$ cat src/rtl/serial_word_tx_pkg.sv
// serial_word_tx shared types
// FSM state encoding and counter sizing helper
package serial_word_tx_pkg;

  typedef enum logic [1:0] {
    ST_IDLE  = 2'b00,
    ST_SHIFT = 2'b01,
    ST_GAP   = 2'b10
  } state_e;

  localparam int GAP_CW = 4;

  function automatic int cnt_w(input int w);
    return (w <= 2) ? 1 : $clog2(w);
  endfunction

endpackage

$ cat src/rtl/serial_word_tx_hold_buf.sv
// word_hold_buf: single-entry word register
// load fills it, take empties it, ready = !full
module word_hold_buf
  import serial_word_tx_pkg::*;
#(
  parameter int WIDTH = 8
) (
  input  logic             clk,
  input  logic             rst_ni,
  input  logic             load_i,
  input  logic             take_i,
  input  logic [WIDTH-1:0] d_i,
  output logic [WIDTH-1:0] q_o,
  output logic             full_o,
  output logic             ready_o
);

  logic             full_q;
  logic [WIDTH-1:0] data_q;

  // capture a word on load, release the slot on take
  always_ff @(posedge clk or negedge rst_ni) begin
    if (!rst_ni) begin
      full_q <= 1'b0;
      data_q <= '0;
    end else if (load_i) begin
      full_q <= 1'b1;
      data_q <= d_i;
    end else if (take_i) begin
      full_q <= 1'b0;
    end
  end

  assign q_o     = data_q;
  assign full_o  = full_q;
  assign ready_o = !full_q;

endmodule

$ cat src/rtl/serial_word_tx.sv
// serial_word_tx: parallel word in, one bit per clock out
// zero on the line when idle, optional idle gap per word
module serial_word_tx
  import serial_word_tx_pkg::*;
#(
  parameter int WIDTH     = 8,
  parameter bit MSB_FIRST = 1'b1,
  parameter int GAP       = 0
) (
  input  logic             clk,
  input  logic             rst,
  input  logic [WIDTH-1:0] din,
  input  logic             din_valid,
  output logic             din_ready,
  output logic             ser_out,
  output logic             ser_valid,
  output logic             word_done,
  output logic             busy
);

  localparam int CW = cnt_w(WIDTH);
  localparam logic [CW-1:0] LAST_BIT = CW'(WIDTH - 1);
  localparam logic [GAP_CW-1:0] GAP_LAST =
    GAP_CW'((GAP > 0) ? GAP - 1 : 0);

  state_e state_q, state_d;

  logic [WIDTH-1:0]  sh_q, sh_d, sh_next;
  logic [CW-1:0]     bit_cnt_q, bit_cnt_d;
  logic [GAP_CW-1:0] gap_cnt_q, gap_cnt_d;

  logic             hold_load, hold_take;
  logic             hold_full, hold_ready;
  logic [WIDTH-1:0] hold_q;
  logic             xfer, last_bit, gap_last;

  word_hold_buf #(.WIDTH(WIDTH)) u_hold (
    .clk     (clk),
    .rst_ni  (rst),
    .load_i  (hold_load),
    .take_i  (hold_take),
    .d_i     (din),
    .q_o     (hold_q),
    .full_o  (hold_full),
    .ready_o (hold_ready)
  );

  assign din_ready = hold_ready;
  assign xfer      = din_valid && hold_ready;
  assign last_bit  = (bit_cnt_q == LAST_BIT);
  assign gap_last  = (gap_cnt_q == GAP_LAST);
  assign sh_next   = MSB_FIRST ? {sh_q[WIDTH-2:0], 1'b0}
                               : {1'b0, sh_q[WIDTH-1:1]};

  // state, shifter and counters
  always_ff @(posedge clk or negedge rst) begin
    if (!rst) begin
      state_q   <= ST_IDLE;
      sh_q      <= '0;
      bit_cnt_q <= '0;
      gap_cnt_q <= '0;
    end else begin
      state_q   <= state_d;
      sh_q      <= sh_d;
      bit_cnt_q <= bit_cnt_d;
      gap_cnt_q <= gap_cnt_d;
    end
  end

  // next state: where each accepted word goes and when
  always_comb begin
    state_d   = state_q;
    sh_d      = sh_q;
    bit_cnt_d = bit_cnt_q;
    gap_cnt_d = gap_cnt_q;
    hold_load = 1'b0;
    hold_take = 1'b0;
    unique case (state_q)
      ST_IDLE: begin
        if (xfer) begin
          sh_d      = din;
          bit_cnt_d = '0;
          state_d   = ST_SHIFT;
        end
      end
      ST_SHIFT: begin
        sh_d      = sh_next;
        bit_cnt_d = bit_cnt_q + 1'b1;
        hold_load = xfer;
        if (last_bit) begin
          bit_cnt_d = '0;
          if (GAP != 0) begin
            gap_cnt_d = '0;
            state_d   = ST_GAP;
          end else if (hold_full) begin
            sh_d      = hold_q;
            hold_take = 1'b1;
          end else if (xfer) begin
            sh_d      = din;
            hold_load = 1'b0;
          end else begin
            state_d = ST_IDLE;
          end
        end
      end
      ST_GAP: begin
        gap_cnt_d = gap_cnt_q + 1'b1;
        hold_load = xfer;
        if (gap_last) begin
          gap_cnt_d = '0;
          bit_cnt_d = '0;
          if (hold_full) begin
            sh_d      = hold_q;
            hold_take = 1'b1;
            state_d   = ST_SHIFT;
          end else if (xfer) begin
            sh_d      = din;
            hold_load = 1'b0;
            state_d   = ST_SHIFT;
          end else begin
            state_d = ST_IDLE;
          end
        end
      end
      default: state_d = ST_IDLE;
    endcase
  end

  assign ser_valid = (state_q == ST_SHIFT);
  assign ser_out   = ser_valid &&
                     (MSB_FIRST ? sh_q[WIDTH-1] : sh_q[0]);
  assign word_done = ser_valid && last_bit;
  assign busy      = (state_q != ST_IDLE) || hold_full;

endmodule

$ cat config.mk
export PLATFORM = sky130hd
export DESIGN_NAME = serial_word_tx
export DESIGN_NICKNAME = d
export VERILOG_FILES = /design/src/rtl/serial_word_tx_pkg.sv /design/src/rtl/serial_word_tx_hold_buf.sv /design/src/rtl/serial_word_tx.sv
export SDC_FILE = /design/constraint.sdc
export NUM_CORES = 1
export LEC_CHECK = 0
export CAP_MARGIN = 20
export CORE_ASPECT_RATIO = 1.1
export CORE_MARGIN = 4
export CORE_UTILIZATION = 32
export DETAILED_ROUTE_END_ITERATION = 8
export PLACE_DENSITY = 0.55
export SLEW_MARGIN = 20
export SYNTH_ARGS = -nofsm -noshare
export SYNTH_HDL_FRONTEND = slang
export SYNTH_SLANG_ARGS = --single-unit
$ cat constraint.sdc
create_clock -name clk -period 1.94 [get_ports clk]
set_input_delay 0.582 -clock clk [delete_from_list [all_inputs] [get_ports clk]]
set_output_delay 0.582 -clock clk [all_outputs]
set_load 0.03 [all_outputs]
==> summary.md <==
| Metric | Value |
|---|---|
| Hold Path Sink | `u_hold.q_o[6]` |
| Critical path capture point type | `primary output` |
| Clock Latency Late Sink | `0.31 ns` |
| Global-route wire length before repair | `4754 um` |
| Syn_area_per_cell | `11.24 um^2` |
| Setup_tns | `0 ns` |
| Cells after synthesis | `104` |
| Worst-Margin Slew | `0.5101 ns` |
| Area share of fa/ha/maj cells after synthesis | `3.212%` |
| CTS tree | `built` |
| Nets@finish | `139` |
| Io pins | `16` |
| Synth Area in Compound Gates | `12.53%` |
| Leak | `0.6243 nW` |
| Startpoint types | `flip-flop` |
| Seq/Total Area, Yosys | `44.97%` |
| Maximum vdd drop | `0.0005287 V` |
| Gr ovfl total | `0` |
| Reg-to-reg endpoint | `u_hold.q_o[6]` |
| Inserted Clock Buffers | `3` |
| Hold_ws | `0.5222 ns` |
| Main combinational cell family by area after synthesis | `simple AND/OR/NAND/NOR gates` |
| Worst-case reg-to-reg path depth | `5` |
| Largest net degree at the start of global routing | `22` |
| Starting density of the core | `34.24%` |
| Max Clk Rate | `0.5181 GHz` |
| Worst-path clk slew | `0.12 ns` |
| Number of failing setup endpoints in the final timing report | `0` |
| WHS Path Cells | `1` |
| Final wirelength | `2614 um` |
| Min-delay worst type | `reg -> reg` |
| Kind of critical path | `reg -> out` |
| Net Count, Synth | `118` |
| Clk_skew | `0.005208 ns` |
| Crit-path max FO | `5` |
| Max-cap viol count | `0` |
| Vias in the first global route | `985` |
| Mean number of vias per cell | `5.291` |
| DP HPWL | `1835 um` |
| Final slew viol count | `0` |
| CTS Buffer Depth | `2` |
| Worst Path Arrival | `1.35 ns` |
| Post-synthesis mux area share | `14.56%` |
| Clock sink count | `21` |
| Mapped cell area | `1169 um^2` |
| Reg2reg start | `bit_cnt_q[1]` |
| Iter 0 DRT Violations | `58` |
| Antenna fix cells | `0` |
| RSZ-0062 raised after global routing | `yes` |
| Synth Area in XOR/XNOR | `0%` |
| Std-Cell Rows | `22` |
| Hold Startpoint | `u_hold.q_o[6]` |
| Most common cell after layout, fill and taps aside | `dfrtp_1` |
| Synth unique cells | `28` |
| Relative slew slack | `65.76%` |
| Iteration count of the initial detailed-routing pass | `4` |
| Root buf cell | `clkbuf_4` |
| CP required | `1.36 ns` |
| Die span in y | `71.38 um` |
| Synth Register Bits | `21` |
| Minimum clock period | `1.930 ns` |
| PD cells | `1341 nW/um^2` |
| Initial antenna violation count | `0` |
| Proportion of layout cells with a drive suffix above 1 | `25.81%` |
| Total routing usage reported by global routing | `12.89%` |
| Commonest cells after routing, fill and taps aside | `dfrtp_1 (20), buf_4 (12), nand3_1 (11), clkdlybuf4s50_1 (10), mux2_4 (8)` |
| Hold Violations, Final | `0` |
| Core area | `3413 um^2` |
| Final antenna-violating net count | `0` |
| H-tree levels | `1` |
| R2R Setup Slk | `0.31 ns` |
| Area fraction in and, or, nand and nor cells after synthesis | `18.20%` |
| Placer Congestion | `0.7825` |
| Number of remaining DRC errors | `0` |
| Area Growth Syn to Fin | `23.55%` |
| Hold buffers post-CTS | `0` |
| Die area | `4684 um^2` |
| Synth warnings | `0` |
| Period utilization | `99.49%` |
| Wire per inst | `15.20 um` |
| Via count | `910` |
| Die width | `65.62 um` |
| Total power | `0.001936 W` |
| Status | `complete, no violations` |
| I/O Buffers | `15` |
| Final core occ | `42.30%` |
## per-layer routing
metal / vias up / share of wire (%) / global-route usage, %
met5: - / 0 / 0
met4: 0 / 0.73 / 2.765
met3: 2 / 5.6 / 3.918
met2: 19 / 49 / 22.27
met1: 466 / 45 / 15.66
li1: 423 / - / -
## cells in the mapped netlist (all sizes together)
master	number	share of area, %
buf	8	4.9
a31oi	6	3.2
inv	5	1.6
o31ai	1	0.64
o211ai	6	3.9
nor4bb	1	0.86
and4	4	3.0
nand3	11	4.7
nand2	6	1.9
dfrtp	21	45
nor2	2	2.0
nand2b	2	2.4
nand4	1	0.54
a32oi	2	1.5
and2b	1	0.64
o21ai	4	1.7
mux2i	5	4.3
a21oi	1	0.43
nor2b	3	1.6
o22ai	1	0.54
mux2	8	10
a22oi	1	0.64
ha	3	3.2
and2	1	0.54
## worst max-delay path, cell delays in order, from the launching register on
cell and delay (ns):
dfrtp_1 0.44, ha_4 0.19, ha_4 0.18, nand2_4 0.07, inv_4 0.04, buf_6 0.12
## metrics by stage
stage	setup WS (ns)	std cells	cell area, um^2
floorplan	0.1224	104	1169
global placement	-0.09974	167	1371
detailed placement	-0.1365	167	1371
CTS	-0.005419	172	1435
global route	-0.05891	172	1444
finish	0.009920	172	1444
## cells by family (layout without fill, tap and decap cells)
logic type,count (synthesis),count (layout)
mux,13,13
buf+inv,13,33
simple gates,32,32
flops,21,21
compound gates,22,22
fa+ha+maj,3,3
## power breakdown
| group | internal (W) | switching, W |
|---|---|---|
| combinational | 0.000493 | 0.000476 |
| clock | 0.0000803 | 0.000137 |
| sequential | 0.000622 | 0.000129 |
| total | 0.00119 | 0.000742 |
## worst max-delay path by stage
stage / startpoint / end / cells past startpoint
2_1_floorplan: state_q[0] / ser_out / 3
3_3_place_gp: din_valid / sh_q[7] / 4
3_5_place_dp: din_valid / sh_q[7] / 4
4_1_cts: bit_cnt_q[1] / word_done / 5
5_1_grt: bit_cnt_q[1] / word_done / 5
6_report: bit_cnt_q[1] / word_done / 5
## flip-flops by register name, indices dropped and copies added (netlist names)
signal,count
u_hold.full_o,1
bit_cnt_q,3
sh_q,8
state_q,1
u_hold.q_o,8
## layout make-up
type	instances	area, um^2
Tap cell	48	60.06
Fill cell	359	1969
Inverter	5	21.27
Timing Repair Buffer	24	210.2
Clock buffer	4	26.28
Sequential cell	21	526.8
Multi-Input combinational cell	70	599.3
## timing repair
| item | 4_1_cts | 5_1_grt |
|---|---|---|
| setup buffers | 1 | 0 |
| hold endpoints to repair | 0 | 0 |
| pin swaps | 0 | 1 |
| resized for setup | 8 | 3 |
| endpoints found under the setup margin | 2 | 2 |
Note: power is estimated with default switching activity, not from simulation.
